**config.mk**
```make
export PLATFORM = sky130hd
export DESIGN_NAME = frame_update_scheduler
export DESIGN_NICKNAME = d
export VERILOG_FILES = /design/src/rtl/frame_update_scheduler.sv
export SDC_FILE = /design/constraint.sdc
export NUM_CORES = 1
export LEC_CHECK = 0
export ABC_AREA = 0
export CORE_AREA = 4 4 132 96
export DETAILED_ROUTE_END_ITERATION = 7
export DIE_AREA = 0 0 136 100
export PLACE_DENSITY = 0.71
export RECOVER_POWER = 100
export SETUP_SLACK_MARGIN = 0.2
export SYNTH_ARGS = -nofsm -noshare
export SYNTH_HDL_FRONTEND = slang
export SYNTH_SLANG_ARGS = --single-unit
```
**constraint.sdc**
```tcl
create_clock -name clk_i -period 2.52 [get_ports clk_i]
set_input_delay 0.378 -clock clk_i [delete_from_list [all_inputs] [get_ports clk_i]]
set_output_delay 0.378 -clock clk_i [all_outputs]
set_load 0.02 [all_outputs]
```
**src/rtl/frame_update_scheduler.sv**
```systemverilog
// Frame sequencer: starts the cell-update engine, enforces a minimum frame period, then
// copies scratch RAM into VRAM through a READ_LATENCY-deep pipeline. Define SIM_TIMEOUT_EN for the watchdog.
module frame_update_scheduler #(
  parameter int ACTIVE_COLUMNS    = 640,
  parameter int ACTIVE_ROWS       = 480,
  parameter int ADDR_WIDTH        = $clog2(ACTIVE_COLUMNS*ACTIVE_ROWS),
  parameter int DATA_WIDTH        = 2,
  parameter int READ_LATENCY      = 1,
  parameter int FRAME_TICKS       = 1666666,
  parameter int SIM_TIMEOUT       = 1000000,
  parameter int FRAME_COUNT_WIDTH = 16
) (
  input  logic                         clk_i,
  input  logic                         reset_i,
  input  logic                         run_i,
  input  logic                         step_i,
  output logic                         sim_start_o,
  input  logic                         sim_done_i,
  output logic [ADDR_WIDTH-1:0]        ram_read_address_o,
  input  logic [DATA_WIDTH-1:0]        ram_read_data_i,
  output logic [ADDR_WIDTH-1:0]        vram_write_address_o,
  output logic [DATA_WIDTH-1:0]        vram_write_data_o,
  output logic                         vram_write_ena_o,
  output logic                         busy_o,
  output logic                         frame_done_o,
  output logic [FRAME_COUNT_WIDTH-1:0] frame_count_o,
  output logic                         sim_abort_o,
  output logic                         error_o
);
  localparam int N        = ACTIVE_COLUMNS * ACTIVE_ROWS;
  localparam int TICK_MAX = (FRAME_TICKS > SIM_TIMEOUT) ? FRAME_TICKS : SIM_TIMEOUT;
  localparam int TW       = $clog2(TICK_MAX + 1);
  localparam int COPY_LEN = N + READ_LATENCY;
  localparam int CW       = $clog2(COPY_LEN + 1);
  localparam logic [TW-1:0] HOLD_LIMIT = TW'(FRAME_TICKS - 1);
  localparam logic [TW-1:0] TICK_SAT   = {TW{1'b1}};
  localparam logic [CW-1:0] COPY_LAST  = CW'(COPY_LEN - 1);
  localparam logic [CW-1:0] READ_LAST  = CW'(N - 1);

  typedef enum logic [1:0] {IDLE, SIMULATE, HOLD, COPY} state_t;

  state_t                       state, state_next;
  logic [TW-1:0]                tick_reg, tick_next;
  logic [CW-1:0]                copy_cnt, copy_next;
  logic [FRAME_COUNT_WIDTH-1:0] frame_count;
  logic                         frame_done, last_copy, timeout, timeout_hit, error;
  logic                         read_active, write_valid;
  logic [ADDR_WIDTH-1:0]        write_addr;

`ifdef SIM_TIMEOUT_EN
  localparam logic [TW-1:0] TIMEOUT_LIMIT = TW'(SIM_TIMEOUT - 1);
  assign timeout_hit = (tick_reg >= TIMEOUT_LIMIT);
`else
  assign timeout_hit = 1'b0;
`endif

  always_comb begin
    state_next  = state;
    tick_next   = tick_reg;
    copy_next   = copy_cnt;
    sim_start_o = 1'b0;
    timeout     = 1'b0;
    last_copy   = 1'b0;
    case (state)
      IDLE: begin
        if (run_i || step_i) begin
          sim_start_o = 1'b1;
          tick_next   = '0;
          state_next  = SIMULATE;
        end
      end
      SIMULATE: begin
        if (tick_reg != TICK_SAT) tick_next = tick_reg + 1'b1;
        // A done pulse in the same cycle as the watchdog limit wins.
        if (sim_done_i) begin
          copy_next  = '0;
          state_next = (tick_reg >= HOLD_LIMIT) ? COPY : HOLD;
        end else if (timeout_hit) begin
          timeout    = 1'b1;
          state_next = IDLE;
        end
      end
      HOLD: begin
        if (tick_reg != TICK_SAT) tick_next = tick_reg + 1'b1;
        if (tick_reg >= HOLD_LIMIT) begin
          copy_next  = '0;
          state_next = COPY;
        end
      end
      COPY: begin
        if (copy_cnt == COPY_LAST) begin
          last_copy  = 1'b1;
          state_next = IDLE;
        end else begin
          copy_next = copy_cnt + 1'b1;
        end
      end
      default: state_next = IDLE;
    endcase
  end

  always_ff @(posedge clk_i or posedge reset_i) begin
    if (reset_i) begin
      state       <= IDLE;
      tick_reg    <= '0;
      copy_cnt    <= '0;
      frame_count <= '0;
      frame_done  <= 1'b0;
      error       <= 1'b0;
    end else begin
      state      <= state_next;
      tick_reg   <= tick_next;
      copy_cnt   <= copy_next;
      frame_done <= last_copy;
      if (last_copy) frame_count <= frame_count + 1'b1;
      if (timeout) error <= 1'b1;
    end
  end

  // The last READ_LATENCY cycles of COPY only drain the read pipeline.
  assign read_active        = (state == COPY) && (copy_cnt <= READ_LAST);
  assign ram_read_address_o = read_active ? ADDR_WIDTH'(copy_cnt) : '0;

  generate
    if (READ_LATENCY == 0) begin : g_direct
      assign write_valid = read_active;
      assign write_addr  = ram_read_address_o;
    end else begin : g_pipe
      logic [READ_LATENCY-1:0] valid_pipe;
      logic [ADDR_WIDTH-1:0]   addr_pipe [READ_LATENCY];
      always_ff @(posedge clk_i or posedge reset_i) begin
        if (reset_i) begin
          valid_pipe <= '0;
          for (int i = 0; i < READ_LATENCY; i++) addr_pipe[i] <= '0;
        end else begin
          valid_pipe[0] <= read_active;
          addr_pipe[0]  <= ram_read_address_o;
          for (int i = 1; i < READ_LATENCY; i++) begin
            valid_pipe[i] <= valid_pipe[i-1];
            addr_pipe[i]  <= addr_pipe[i-1];
          end
        end
      end
      assign write_valid = valid_pipe[READ_LATENCY-1];
      assign write_addr  = addr_pipe[READ_LATENCY-1];
    end
  endgenerate

  assign vram_write_ena_o     = write_valid;
  assign vram_write_address_o = write_valid ? write_addr : '0;
  assign vram_write_data_o    = write_valid ? ram_read_data_i : '0;
  assign busy_o               = (state != IDLE);
  assign frame_done_o         = frame_done;
  assign frame_count_o        = frame_count;
  assign sim_abort_o          = timeout;
  assign error_o              = error;
endmodule

```
==> results by group, run 1 <==
Hold path
  – Type of the most critical hold path: register to register
  – Hold path cells: 1
  – Worst Hold Launch: frame_count_o[10]$_DFFE_PP0P_
  – Hold Path Sink: frame_count_o[10]$_DFFE_PP0P_

Critical path
  – Crit Path Max Fanout: 9
  – Crit path required time: 2.14 ns
  – Crit Reg-Reg Startpoint: state[0]$_DFFE_PP0P_
  – Crit path capture type: output pin
  – CP top delay family: compound AO/OA/AOI/OAI gates
  – Worst Path Buf+Inv: 2
  – CP dominant cell by count: nand2_2
  – Critical-path cell list: ha_2 -> nand2_2 -> nor2_4 -> nand2_2 -> o311a_4 -> buf_12 -> a21oi_4 -> buf_6
  – R2R depth: 7
  – R2R Path End: tick_reg[11]$_DFFE_PP0P_
  – Slowest cell on crit path: o311a_4
  – CP max stage delay: 0.43 ns
  – Crit Path Category: register to output pin
  – WP data arrival: 2.07 ns
  – Startpoint types: register
  – Reg2reg setup slack: 0.25 ns

Route
  – Via/cell ratio: 5.44
  – DRC: 0
  – Post-route ant nets: 0
  – Drt wl/cell: 16.7 um
  – Final wirelength: 12.7 mm
  – 1st-pass router iterations: 5
  – Vias: 4132
  – DR iter-0 viols: 268

Place
  – DP Area: 5670 um^2
  – Post-Place Cells: 728
  – Final HPWL DP: 8.67 mm
  – RePlAce Congestion: 0.941
  – Port buffer count: 66

Synth
  – Synth top area share: 43.9%
  – Most frequent cell after synthesis: dfrtp_1
  – Yosys warning count: 0
  – Avg Synthesized Cell Area: 9.38 um^2
  – Synthesized flop and latch total: 79
  – Post-synth top cells: dfrtp_1 (79), nand2_1 (44), a21oi_1 (33)
  – Synth Instances: 480
  – Synth area leader: dfrtp_1
  – Register area share after synthesis: 43.9%
  – Syn Std Cell Area: 4500 um^2
  – Synth cell types: 69
  – Synth area leaders: dfrtp_1 (44%), a21oi_1 (3.7%), nand2_1 (3.7%)
  – Number of synthesized flops with an enable pin: 0
  – Ys flop type: dfrtp_1
  – Asr flop ratio synth: 100%

Power
  – Power Dens Cells: 784 nW/um^2
  – Maximum vdd drop: 0.352 mV
  – Power consumption: 0.00500 W
  – P_leak: 2.68 nW

GRT
  – First-pass GRT wire length: 20.4 mm
  – Global routing's busiest layer: met2
  – Met3 usage: 4.36%
  – GRT met2 Usage: 28.2%
  – GR Util All Layers: 18.7%
  – Largest net degree at the start of global routing: 52
  – GRT met1 Usage: 26.8%
  – Global route total overflow: 0
  – Antenna violations before repair: 0
  – Vias in the first global route: 4008

Status
  – Status: complete, but fails checks
  – Failing checks: capacitance limit, slew limit

Final layout
  – Post-layout utilization of the core: 55.8%
  – Final Net Count: 615
  – Antenna cells: 0
  – Non-filler instance count after layout: 760
  – Share of layout cells above drive strength 1: 27.2%
  – Final Instance Area: 6380 um^2
  – Number of flip-flops in the largest register: 21
  – Layout area overhead: 41.8%

Clock network
  – CTS tree: done
  – CTS Root Cell: clkbuf_16
  – CTS Sinks: 79
  – Clock slew at the register clock pins of the worst setup and hold paths: 0.06 ns
  – H-tree depth: 3
  – Inserted Clock Buffers: 9
  – Hold Buf Count CTS: 0
  – Maximum root-to-sink buffer count: 2
  – Clk Latency, worst-skew pair: 0.34 ns

Die
  – Die height: 100 um
  – Core box area: 11400 um^2
  – I/O pin count: 69
  – Die width: 136 um
  – DIE AREA: 13600 um^2
  – Core Rows: 33
  – Initial Utilization: 39.4%

STA
  – RSZ-0062 raised after global routing: true
  – Count of pins over their slew limit: 29
  – Fin crit share: 97.2%
  – Final hold viol count: 0
  – Final setup violation count: 0
  – Final hold slack: 0.491 ns
  – Rel. slew slack: -2.63%
  – Minimum clock period: 2.45 ns
  – FMAX: 408 MHz
  – Worst Clk Skew: 0.00746 ns
  – Slew at the pin with the worst max-slew slack: 1.54 ns

Job
  – Max-cap check violation count: 1
## repair_timing
action,4_1_cts,5_1_grt
gates cloned,2,0
pin swaps,10,7
gates resized for setup,135,38
buffers inserted,8,6
endpoints found under the setup margin,29,47
## worst max-delay path by stage
stage / start / end / slack, ns / cells after the start
after global placement: copy_cnt[0]$_DFFE_PP0P_ / ram_read_address_o[4] / -0.12 / 8
after CTS: copy_cnt[17]$_DFFE_PP0P_ / ram_read_address_o[13] / 0.04 / 6
after detailed placement: copy_cnt[0]$_DFFE_PP0P_ / ram_read_address_o[13] / -0.21 / 8
after floorplan: copy_cnt[7]$_DFFE_PP0P_ / ram_read_address_o[0] / 0.12 / 7
after global routing: copy_cnt[0]$_DFFE_PP0P_ / ram_read_address_o[13] / -0.003 / 8
final: copy_cnt[1]$_DFFE_PP0P_ / ram_read_address_o[13] / 0.07 / 8
## per-layer routing
metal,up-vias,share of wire [%]
met2,152,44
li1,1991,-
met4,0,1.6
met1,1970,46
met5,-,0
met3,19,7.8
## layout by cell type, fill, tap and decap left out, types with 3 or more instances in the layout
cell type,n
a211o_1,6
a211oi_4,3
nor2_1,25
o31ai_1,4
clkinvlp_4,4
or3_1,12
buf_6,14
nor3_1,10
xnor2_1,14
clkbuf_16,9
nor4_4,4
a211oi_2,3
clkbuf_2,3
a22o_1,6
a31oi_1,3
dfrtp_1,79
o21ai_0,23
clkdlybuf4s50_1,45
mux2_2,3
or4_1,5
nand2_2,3
or2_4,3
inv_2,4
and4_1,3
nand2b_1,8
inv_1,15
clkbuf_1,3
o31a_1,4
a21oi_4,10
nand4_1,12
and2_1,24
and3_1,9
nor4_1,5
ha_1,6
nand2_1,41
a21oi_1,22
buf_4,65
nand3_1,26
## final cells by class
cell class	instances	area, um^2
fill	953	5050
multi-input combinational	356	2640
sequential	79	1980
timing repair buffer	132	1170
clock buffer	11	233
tap	157	196
clock inverter	5	82.6
inverter	20	78.8
## report_power, final
part / total, W / switching, W / leakage [nW] / internal [W]
Combinational: 0.00201 / 0.00113 / 1.45 / 0.000872
Sequential: 0.00160 / 0.000195 / 1.09 / 0.00140
Clock: 0.00140 / 0.000527 / 0.142 / 0.000868
## cell families (layout without fill, tap and decap cells)
group | Yosys count | after routing | synth area share [%]
AND/OR/NAND/NOR | 215 | 215 | 28.3
AO/OA/AOI/OAI | 108 | 110 | 16.2
flip-flops | 79 | 79 | 43.9
buffers and inverters | 48 | 168 | 4.84
XOR/XNOR | 15 | 15 | 2.92
adder cells (fa/ha/maj) | 10 | 10 | 2.78
multiplexers | 4 | 4 | 0.973
other | 1 | 2 | 0.0833
## metrics by stage
| stage | setup slack (ns) | setup TNS [ns] |
|---|---|---|
| finish | 0.0700 | 0 |
| global route | -0.00262 | -0.00262 |
| CTS | 0.0370 | 0 |
| detailed placement | -0.208 | -2.99 |
| global placement | -0.125 | -1.77 |
| floorplan | 0.121 | 0 |
Note: power is estimated with default switching activity, not from simulation.
==> run 2: changes to the inputs <==
Settings changed: SLEW_MARGIN set to 20.
==> results by group, run 2 (synthesis gave the netlist of run 1 again) <==
Clock network
  – H-tree depth: 3 (unchanged)
  – Maximum root-to-sink buffer count: 2 (unchanged)
  – Inserted Clock Buffers: 9 (unchanged)
  – Clock slew at the register clock pins of the worst setup and hold paths: 0.06 ns (about the same)
  – CTS tree: done
  – CTS Root Cell: clkbuf_16
  – Hold Buf Count CTS: 0 (unchanged)
  – CTS Sinks: 79 (unchanged)
  – Clk Latency, worst-skew pair: 0.34 ns (about the same)

Final layout
  – Commonest non-fill, non-tap cells in the layout: dfrtp_1 (79), buf_4 (55), dlygate4sd3_1 (41)
  – Number of flip-flops in the largest register: 21 (unchanged)
  – Antenna cells: 0 (unchanged)
  – Post-layout utilization of the core: 55.7% (-0.14 points)
  – Number of fill cells: 985 (+3.4%)
  – Final Net Count: 617 (+0.33%)
  – Commonest non-fill, non-tap cell in the layout: dfrtp_1
  – Layout area overhead: 41.4%
  – Share of layout cells above drive strength 1: 25.8% (-1.4 points)

STA
  – Rel. slew slack: -3.59% (-0.96 points)
  – Final setup violation count: 0 (unchanged)
  – Count of pins over their slew limit: 29 (unchanged)
  – RSZ-0062 raised after global routing: true
  – Slew at the pin with the worst max-slew slack: 1.55 ns (+0.0145 ns)
  – Minimum clock period: 2.46 ns (+0.00867 ns)
  – Total negative setup slack: 0 ns (unchanged)
  – FMAX: 407 MHz (-0.35%)
  – Worst Clk Skew: 0.00919 ns (+0.00173 ns)
  – Final hold viol count: 0 (unchanged)
  – Fin crit share: 97.6% (+0.34 points)

Die
  – DIE AREA: 13600 um^2 (unchanged)
  – Core box area: 11400 um^2 (unchanged)
  – I/O pin count: 69 (unchanged)
  – Initial Utilization: 39.4% (unchanged)
  – Core Rows: 33 (unchanged)
  – Die height: 100 um (unchanged)
  – Die width: 136 um (unchanged)

Status
  – Status: complete, but fails checks
  – Failing checks: capacitance limit, slew limit

Job
  – Max-cap check violation count: 1 (unchanged)

Critical path
  – Crit path capture type: output pin
  – Crit path launch: copy_cnt[0]$_DFFE_PP0P_
  – Reg2reg setup slack: 0.12 ns (-0.13 ns)
  – R2R Path End: tick_reg[11]$_DFFE_PP0P_
  – Startpoint types: register
  – Crit Reg-Reg Startpoint: state[0]$_DFFE_PP0P_
  – Worst Setup EP: ram_read_address_o[7]
  – WP data arrival: 2.08 ns (about the same)
  – Crit Path Category: register to output pin
  – Crit path required time: 2.14 ns (about the same)
  – Crit Path Max Fanout: 6 (-3)
  – R2R depth: 7 (unchanged)

Place
  – RePlAce Congestion: 0.941 (unchanged)
  – Port buffer count: 66 (unchanged)
  – Final HPWL DP: 8.70 mm (+0.40%)

GRT
  – Antenna violations before repair: 0 (unchanged)
  – Global route total overflow: 0 (unchanged)
  – GR Util All Layers: 18.4% (-0.24 points)
  – Vias in the first global route: 4026 (+0.45%)
  – Largest net degree at the start of global routing: 52 (unchanged)
  – First-pass GRT wire length: 20.3 mm (-0.54%)

Route
  – Drt wl/cell: 17.1 um (+2.6%)
  – 1st-pass router iterations: 5 (unchanged)
  – Final wirelength: 13.1 mm (+2.9%)
  – DR iter-0 viols: 289 (+7.8%)
  – Post-route ant nets: 0 (unchanged)
  – Via/cell ratio: 5.59 (+2.7%)
  – Vias: 4256 (+3.0%)
  – DRC: 0 (unchanged)

Power
  – P_leak: 2.82 nW (+5.0%)
  – Maximum vdd drop: 0.478 mV (+36%)
  – Power Dens Cells: 769 nW/um^2 (-1.8%)

Hold path
  – Type of the most critical hold path: register to register
## run 2: changes by cell type in the layout (fill, tap and decap cells not counted), sizes merged
cell           delta
dlygate4sd3      +40
a21o              +1
clkdlybuf4s50    -40
clkdlybuf4s25     +1
buf              -12
clkbuf           +12
## run 2: metrics by stage
stage	std cells	area (um^2)	total power (W)	worst slack [ns]	hold WS, ns
2_1_floorplan	481	4540	0.00271	0.121	0.526
3_3_place_gp	728	5670	0.00327	-0.125	0.480
3_5_place_dp	728	5680	0.00335	-0.224	0.487
4_1_cts	754	6260	0.00484	0.0317	0.494
5_1_grt	762	6370	0.00518	0.00405	0.516
6_report	762	6370	0.00490	0.0613	0.487
## run 2: routing by layer
layer / part of all wire (%) / GRT usage (%)
met2: 45 / 27.4
met3: 8.2 / 4.06
met4: 2.0 / 5.73
met5: 0 / 0
met1: 45 / 26.8
## run 2: how the worst min path moves through the flow
| stage | slack (ns) | to | cells past startpoint | from |
|---|---|---|---|---|
| global placement | 0.48 | frame_count_o[10]$_DFFE_PP0P_ | 1 | frame_count_o[10]$_DFFE_PP0P_ |
| global route | 0.52 | frame_count_o[10]$_DFFE_PP0P_ | 1 | frame_count_o[10]$_DFFE_PP0P_ |
| CTS | 0.49 | copy_cnt[15]$_DFFE_PP0P_ | 3 | reset_i |
| detailed placement | 0.49 | frame_count_o[10]$_DFFE_PP0P_ | 1 | frame_count_o[10]$_DFFE_PP0P_ |
| finish | 0.49 | frame_count_o[10]$_DFFE_PP0P_ | 1 | frame_count_o[10]$_DFFE_PP0P_ |
| floorplan | 0.53 | tick_reg[20]$_DFFE_PP0P_ | 2 | tick_reg[20]$_DFFE_PP0P_ |
## run 2: power by group
part,internal (W),total (W),switching [W]
sequential,0.00140,0.00160,0.000195
clock,0.000868,0.00139,0.000521
combinational,0.000782,0.00191,0.00113
## run 2: critical path: stages, from the launching register on
cell,delay (ns)
dfrtp_1,0.37
ha_2,0.20
nand2_2,0.08
nor2_4,0.12
nand2_4,0.08
o311a_4,0.44
clkbuf_16,0.19
a21oi_4,0.14
buf_6,0.13
## run 2: timing repair
action	CTS	global route
resized for setup	143	38
cloned	2	2
setup endpoints to repair	28	57
buffers inserted	8	6
pin swaps	12	10
## run 2: cell type report
class                      count  area, um^2  share of cell area [%]
tap                          157         196                    3.09
clock buffer                  11         233                    3.66
multi-input combinational    357        2630                    41.4
timing repair buffer         133        1160                    18.2
sequential                    79        1980                    31.1
inverter                      20        83.8                    1.32
clock inverter                 5        82.6                    1.30
==> run 3: changes to the inputs <==
Settings changed: PLACE_DENSITY 0.71 to not set.
==> results by group, run 3 (synthesis gave the netlist of run 1 again) <==
Place
  – DP Area: 5720 um^2 (+0.79%)
  – Final HPWL DP: 9.21 mm (+5.8%)
  – RePlAce Congestion: 0.917 (-2.5%)
  – Setup Slack @ Placement: -0.271 ns (-0.0473 ns)
  – Port buffer count: 66 (unchanged)

GRT
  – Largest net degree at the start of global routing: 37 (-29%)
  – Antenna violations before repair: 0 (unchanged)
  – GR Util All Layers: 19.2% (+0.78 points)
  – Vias in the first global route: 3984 (-1.0%)
  – Global route total overflow: 0 (unchanged)
  – First-pass GRT wire length: 20.8 mm (+2.6%)

Final layout
  – Antenna cells: 0 (unchanged)
  – Multi-input gate area: 2650 um^2 (+0.81%)
  – Final Net Count: 614 (-0.49%)
  – Number of flip-flops in the largest register: 21 (unchanged)
  – Sequential cell area: 1980 um^2 (about the same)
  – Share of layout cells above drive strength 1: 25.9% (+0.13 points)
  – Layout area overhead: 40.9%
  – Commonest non-fill, non-tap cell in the layout: dfrtp_1
  – Final Instance Area: 6340 um^2 (-0.37%)
  – Commonest non-fill, non-tap cells in the layout: dfrtp_1 (78), buf_4 (61), clkdlybuf4s50_1 (45)
  – Number of fill cells: 1001 (+1.6%)

STA
  – Worst Clk Skew: 0.00674 ns (-0.00245 ns)
  – Slew at the pin with the worst max-slew slack: 0.957 ns (-0.597 ns)
  – Fin worst setup slack: 0.0502 ns (-0.0111 ns)
  – Fin crit share: 98.0% (+0.44 points)
  – Rel. slew slack: 36.2% (+40 points)
  – Minimum clock period: 2.47 ns (+0.0111 ns)
  – FMAX: 405 MHz (-0.45%)
  – Total negative setup slack: 0 ns (unchanged)
  – Count of pins over their slew limit: 0 (-100%)
  – Final hold viol count: 0 (unchanged)
  – RSZ-0062 raised after global routing: true
  – Final setup violation count: 0 (unchanged)

Route
  – Vias: 4189 (-1.6%)
  – 1st-pass router iterations: 5 (unchanged)
  – DRC: 0 (unchanged)
  – DR iter-0 viols: 315 (+9.0%)
  – Drt wl/cell: 17.1 um (about the same)
  – Via/cell ratio: 5.52 (-1.2%)
  – Post-route ant nets: 0 (unchanged)
  – Final wirelength: 13.0 mm (-0.34%)

Die
  – Core Rows: 33 (unchanged)
  – Die width: 136 um (unchanged)
  – Core box area: 11400 um^2 (unchanged)
  – Die height: 100 um (unchanged)
  – Initial Utilization: 39.4% (unchanged)
  – DIE AREA: 13600 um^2 (unchanged)
  – I/O pin count: 69 (unchanged)

Clock network
  – H-tree depth: 3 (unchanged)
  – CTS tree: done
  – CTS Sinks: 79 (unchanged)
  – Clk Latency, worst-skew pair: 0.34 ns (about the same)
  – CTS Root Cell: clkbuf_16
  – Hold Buf Count CTS: 0 (unchanged)
  – Maximum root-to-sink buffer count: 2 (unchanged)
  – Clock slew at the register clock pins of the worst setup and hold paths: 0.06 ns (about the same)
  – Inserted Clock Buffers: 9 (unchanged)

Critical path
  – Crit path required time: 2.14 ns (about the same)
  – Worst Setup EP: ram_read_address_o[7]
  – Slowest cell on crit path: o311a_4
  – Crit Path Category: register to output pin
  – CP max stage delay: 0.42 ns (-0.02 ns)
  – Reg2reg setup slack: 0.28 ns (+0.16 ns)
  – Crit path capture type: output pin
  – Worst Path Buf+Inv: 2 (unchanged)
  – CP top delay family: compound AO/OA/AOI/OAI gates
  – WP data arrival: 2.09 ns (about the same)
  – CP dominant cell by count: buf_6
  – Crit Path Max Fanout: 6 (unchanged)
  – R2R depth: 8 (+1)
  – Critical-path cell list: nor4b_4 -> nand2_2 -> o311a_4 -> buf_6 -> a21oi_4 -> buf_6
  – CP Depth: 6 (-2)
  – Crit Reg-Reg Startpoint: state[0]$_DFFE_PP0P_
  – Crit path launch: copy_cnt[17]$_DFFE_PP0P_
  – R2R Path End: copy_cnt[11]$_DFFE_PP0P_
  – Startpoint types: register

Power
  – Power Dens Cells: 768 nW/um^2 (-0.21%)
  – Maximum vdd drop: 0.494 mV (+3.4%)
  – P_leak: 2.68 nW (-4.8%)

Hold path
  – Type of the most critical hold path: register to register

Job
  – Max-cap check violation count: 0 (-1)

Status
  – Status: complete, no violations
run 3: metrics by stage:
stage | util [%] | instances | hold WS [ns] | power (W)
floorplan | - | 481 | 0.526 | 0.00271
global placement | 50.0 | 736 | 0.480 | 0.00333
detailed placement | 50.0 | 736 | 0.481 | 0.00337
CTS | 53.9 | 755 | 0.405 | 0.00470
global route | 55.5 | 759 | 0.496 | 0.00516
finish | 55.5 | 759 | 0.485 | 0.00487
run 3: what timing repair did:
action                                  in CTS  in global routing
gates resized for setup                    129                 41
pin swaps                                    7                  8
cloned                                       2                  0
setup buffers                                1                  4
endpoints found under the setup margin      42                 66
run 3: worst min path at each step:
| stage | startpoint | endpoint | cells after the start |
|---|---|---|---|
| 2_1_floorplan | tick_reg[20]$_DFFE_PP0P_ | tick_reg[20]$_DFFE_PP0P_ | 2 |
| 3_3_place_gp | frame_count_o[13]$_DFFE_PP0P_ | frame_count_o[13]$_DFFE_PP0P_ | 1 |
| 3_5_place_dp | frame_count_o[15]$_DFFE_PP0P_ | frame_count_o[15]$_DFFE_PP0P_ | 1 |
| 4_1_cts | reset_i | g_pipe.addr_pipe[17]$_DFF_PP0_ | 2 |
| 5_1_grt | frame_count_o[15]$_DFFE_PP0P_ | frame_count_o[15]$_DFFE_PP0P_ | 1 |
| 6_report | frame_count_o[15]$_DFFE_PP0P_ | frame_count_o[15]$_DFFE_PP0P_ | 1 |
run 3: worst reg2reg max path, cell delays in order (launching register included):
cell and delay, ns:
dfrtp_1 0.39, buf_4 0.16, ha_1 0.24, buf_4 0.23, nand3_2 0.21, o221ai_4 0.15, buf_4 0.23, a211o_1 0.28
a22o_1 0.23
run 3: routing by layer:
layer  vias to the layer above  share of wire [%]  GRT usage (%)
met5                         -                  0              0
met4                         0                1.2           4.42
met3                        12                5.5           4.61
met2                       144                 44           27.7
met1                      2049                 49           29.0
li1                       1984                  -              -
run 3: where the power goes:
part           internal (W)  switching [W]
Combinational      0.000892        0.00117
Sequential          0.00141       0.000189
Clock              0.000698       0.000516
run 3: cell type report:
type / count / area share [%]
repair buffers: 131 / 18.4
clock buffers: 14 / 4.00
flip-flops and latches: 79 / 31.2
inverters: 20 / 1.24
multi-input cells: 356 / 41.8
well taps: 157 / 3.10
clock inverters: 2 / 0.256
